$ cat src/rtl/test_pkg.sv
// test_pkg: shared definitions for the demo CPU.
//   - opcode encoding and instruction field layout
//   - the fixed 16-word program ROM
//   - active-low seven-segment codes for digits 0-9, segments {a..g} = [6:0]
package test_pkg;

  typedef enum logic [1:0] {
    OP_ADD = 2'b00,
    OP_LW  = 2'b01,
    OP_SW  = 2'b10,
    OP_J   = 2'b11
  } opcode_e;

  // Instruction byte fields; a jump reuses {rs, rt, low} as imm6.
  typedef struct packed {
    opcode_e    op;
    logic [1:0] rs;
    logic [1:0] rt;
    logic [1:0] low;
  } instr_t;

  localparam int ROM_DEPTH  = 16;
  localparam int DMEM_DEPTH = 32;

  localparam logic [7:0] ROM [ROM_DEPTH] = '{
    8'h45,  // 0: LW  R1,[R0+1]
    8'h4B,  // 1: LW  R2,[R0+3]
    8'h1B,  // 2: ADD R3 = R1 + R2
    8'h1D,  // 3: ADD R1 = R1 + R3
    8'hFE,  // 4: J   -2  (back to 3)
    8'hFF, 8'hFF, 8'hFF, 8'hFF, 8'hFF, 8'hFF,  // 5..15: J -1 (park)
    8'hFF, 8'hFF, 8'hFF, 8'hFF, 8'hFF
  };

  localparam logic [6:0] SEG_CODE [10] = '{
    7'h01, 7'h4F, 7'h12, 7'h06, 7'h4C,
    7'h24, 7'h20, 7'h0F, 7'h00, 7'h04
  };

  // Pattern for an out-of-range digit: all segments off.
  localparam logic [6:0] SEG_BLANK = 7'h7F;

endpackage

$ cat src/rtl/seg7_decoder.sv
// seg7_decoder: BCD digit to active-low seven-segment pattern.
//   digit in  [3:0] : value 0-9 (10-15 blank the display)
//   seg   out [6:0] : segments {a,b,c,d,e,f,g}, 0 = lit
module seg7_decoder
  import test_pkg::*;
(
  input  logic [3:0] digit,
  output logic [6:0] seg
);

  always_comb begin
    // NOTE: assign a default before the conditional so every path drives seg;
    // otherwise synthesis infers a latch to hold the old value.
    seg = SEG_BLANK;
    if (digit < 4'd10) seg = SEG_CODE[digit];
  end

endmodule

$ cat config.mk
export PLATFORM = sky130hd
export DESIGN_NAME = seg7_decoder
export DESIGN_NICKNAME = d
export VERILOG_FILES = /design/src/rtl/test_pkg.sv /design/src/rtl/seg7_decoder.sv
export SDC_FILE = /design/constraint.sdc
export NUM_CORES = 1
export LEC_CHECK = 0
export CORE_AREA = 2 2 39 41
export DETAILED_ROUTE_END_ITERATION = 10
export DIE_AREA = 0 0 41 43
export SLEW_MARGIN = 20
export SYNTH_ARGS = -nofsm -noshare
export SYNTH_HDL_FRONTEND = slang
export SYNTH_SLANG_ARGS = --single-unit
$ cat constraint.sdc
create_clock -name vclk -period 1.04
set_clock_uncertainty 0.1 [all_clocks]
set_input_delay 0.208 -clock vclk [all_inputs]
set_output_delay 0.208 -clock vclk [all_outputs]
set_load 0.05 [all_outputs]
==> impl_metrics.yaml, run 1 <==
run_status:
  outcome: "finished with violations"
  violations: "setup timing"
grt:
  antenna_found_initial: 0
  grt_max_degree: 8
  track_usage: 0.0890
  grt_pass1_vias: 276
  grt-ovfl-total: 0
  grt_pass1_wl_mm: 1.16
pwr:
  p_leak_nw: 0.258
  pwr-share-clk: 0
  vdd_drop_max_uv: 266
  power-per-cell-area_nw_per_um2: 597
  combPwrFrac: 1.000
  p_sw_w: 0.000215
  swShare: 0.530
  p_total_w: 0.000407
  p_int_w: 0.000191
  seqPwrFrac: 0
finish:
  num-fill-cells: 112
  nClkBuffers: 0
  nFlopsAndLatches: 0
  regArea_um2: 0
  syn2layout_area_growth_pct: 246
  fin_cells: 67
  final_cell_mix: "buf_4, buf_12, a21oi_4, ha_4, buf_6"
  drive_gt1_frac: 0.902
  design_area_um2: 681
  fin_nets: 62
  final_common_cell: "buf_4"
  insertedDiodeCount: 0
die:
  die_w_um: 41
  num_rows: 14
  initial_utilization: 0.142
  die_h_um: 43
  ios: 11
  core_um2: 1380
  fp.dieArea_um2: 1760
timing:
  tightest_slew_ns: 0.251
  setup_ws_ns: -0.445
  slew_violations: 0
  period_needed_ns: 1.48
  rsz0062_at_grt: "yes"
  final_hold_viol_count: 0
  fin_worst_hold_slack_ns: 0.838
  fin_crit_sh: 1.43
  setup_viol: 7
  max_slew_margin: 0.832
  fmax_mhz: 674
critical_path:
  endpoint_kind: "primary output"
  max_stage_delay_ns: 0.23
  startpoint_type: "input port"
  worstSetupPathType: "in -> out"
  arrival_ns: 1.18
  crit_cells: 7
  crit_path_start: "digit[1]"
  path_cells: "buf_8 -> clkinvlp_4 -> ha_4 -> or2_4 -> a21oi_4 -> a31oi_4 -> buf_6"
  cp_max_fo: 3
  cp_num_buf_inv: 3
  critPathCapture: "seg[3]"
  crit_slowest_cell: "or2_4"
  worstPathRequired_ns: 0.73
  path_delay_family: "buffers and inverters"
placed_design:
  port_buffers: 11
  placed_area_um2: 572
  gp_congestion: 0.685
  place_inst: 64
  dpl_worst_slack_ns: -1.01
  detailed_place_hpwl_um: 518
synth:
  ys_types: 12
  yosysSeqAreaShare: 0
  synthCells: 29
  syn_avg_cell_area_um2: 6.77
  syn_nets: 38
  netlist_area_um2: 196
  synth_warnings: 0
min_path:
  hp-class: "in -> out"
clocking:
  cts_hold_buf: 0
route:
  viasPerCell: 4.12
  routed_wl_um: 658
  drcViolationCount: 0
  firstDrtPassIters: 3
  antenna_left: 0
  num_vias: 276
  wl_per_cell_um: 9.82
  drt_iter0_drc: 1
run:
  drv_cap: 0
synthesized netlist by cell type:
cell	number	share of area
a21oi_2	1	0.045
o21ai_0	3	0.076
a31oi_1	3	0.096
nand2b_1	2	0.064
a211oi_1	1	0.038
xor2_1	1	0.045
ha_1	5	0.32
nor2_1	3	0.057
or2_1	1	0.032
a21oi_1	3	0.076
inv_1	5	0.096
buf_6	1	0.057
worst min-delay path: cells and delay by family:
family                 cells  cell delay (ns)
AO/OA/AOI/OAI              1             0.08
buffers and inverters      3             0.44
layer usage:
layer  global-route usage  part of all wire
met1                0.117              0.44
met2                0.163              0.53
met3                    0             0.023
met4                    0                 0
met5                    0                 0
worst min path at each step:
| stage | from | end | slack (ns) | depth (start not counted) |
|---|---|---|---|---|
| floorplan | digit[2] | seg[2] | 0.48 | 1 |
| global placement | digit[1] | seg[5] | 1.22 | 5 |
| detailed placement | digit[2] | seg[0] | 1.22 | 4 |
| CTS | digit[2] | seg[0] | 0.84 | 4 |
| global route | digit[2] | seg[0] | 0.86 | 4 |
| finish | digit[2] | seg[0] | 0.84 | 4 |
power groups by stage:
stage	logic [W]	clock network (W)	registers [W]
after detailed placement	0.000357	0	0
after global routing	0.000426	0	0
after global placement	0.000355	0	0
after CTS	0.000404	0	0
after floorplan	0.000210	0	0
final	0.000407	0	0
logic make-up (layout without fill, tap and decap cells):
group / count (synthesis) / count (layout) / share of synthesized area
XOR/XNOR: 1 / 1 / 0.0446
AND/OR/NAND/NOR: 6 / 6 / 0.153
buffers and inverters: 6 / 28 / 0.153
adder cells (fa/ha/maj): 5 / 5 / 0.318
AO/OA/AOI/OAI: 11 / 11 / 0.331
repair_timing:
item                                    CTS  global route
endpoints found under the hold margin     0             0
resized for setup                        36             2
pin swaps                                 6             2
buffers inserted                          3             0
endpoints found under the setup margin    7             7
through the flow:
| step | util | TNS (ns) |
|---|---|---|
| finish | 0.492 | -2.49 |
| global route | 0.492 | -2.76 |
| CTS | 0.482 | -2.46 |
| detailed placement | 0.413 | -6.08 |
| global placement | 0.413 | -6.00 |
| floorplan | - | -1.41 |
final cells by class:
class / count / area (um2) / area share
Tap cell: 16 / 20.0 / 0.0294
Multi-Input combinational cell: 23 / 367 / 0.539
Timing Repair Buffer: 23 / 260 / 0.382
Inverter: 5 / 33.8 / 0.0496
(Power assumes the default switching activity.)
==> run 2, diff against run 1 <==
--- a/config.mk
+++ b/config.mk
@@ -5,6 +5,7 @@
 export SDC_FILE = /design/constraint.sdc
 export NUM_CORES = 1
 export LEC_CHECK = 0
+export ABC_CLOCK_PERIOD_IN_PS = 1040
 export CORE_AREA = 2 2 39 41
 export DETAILED_ROUTE_END_ITERATION = 10
 export DIE_AREA = 0 0 41 43
==> results of run 2 <==
The final DEF is identical to that of run 1; final timing and power are the same.
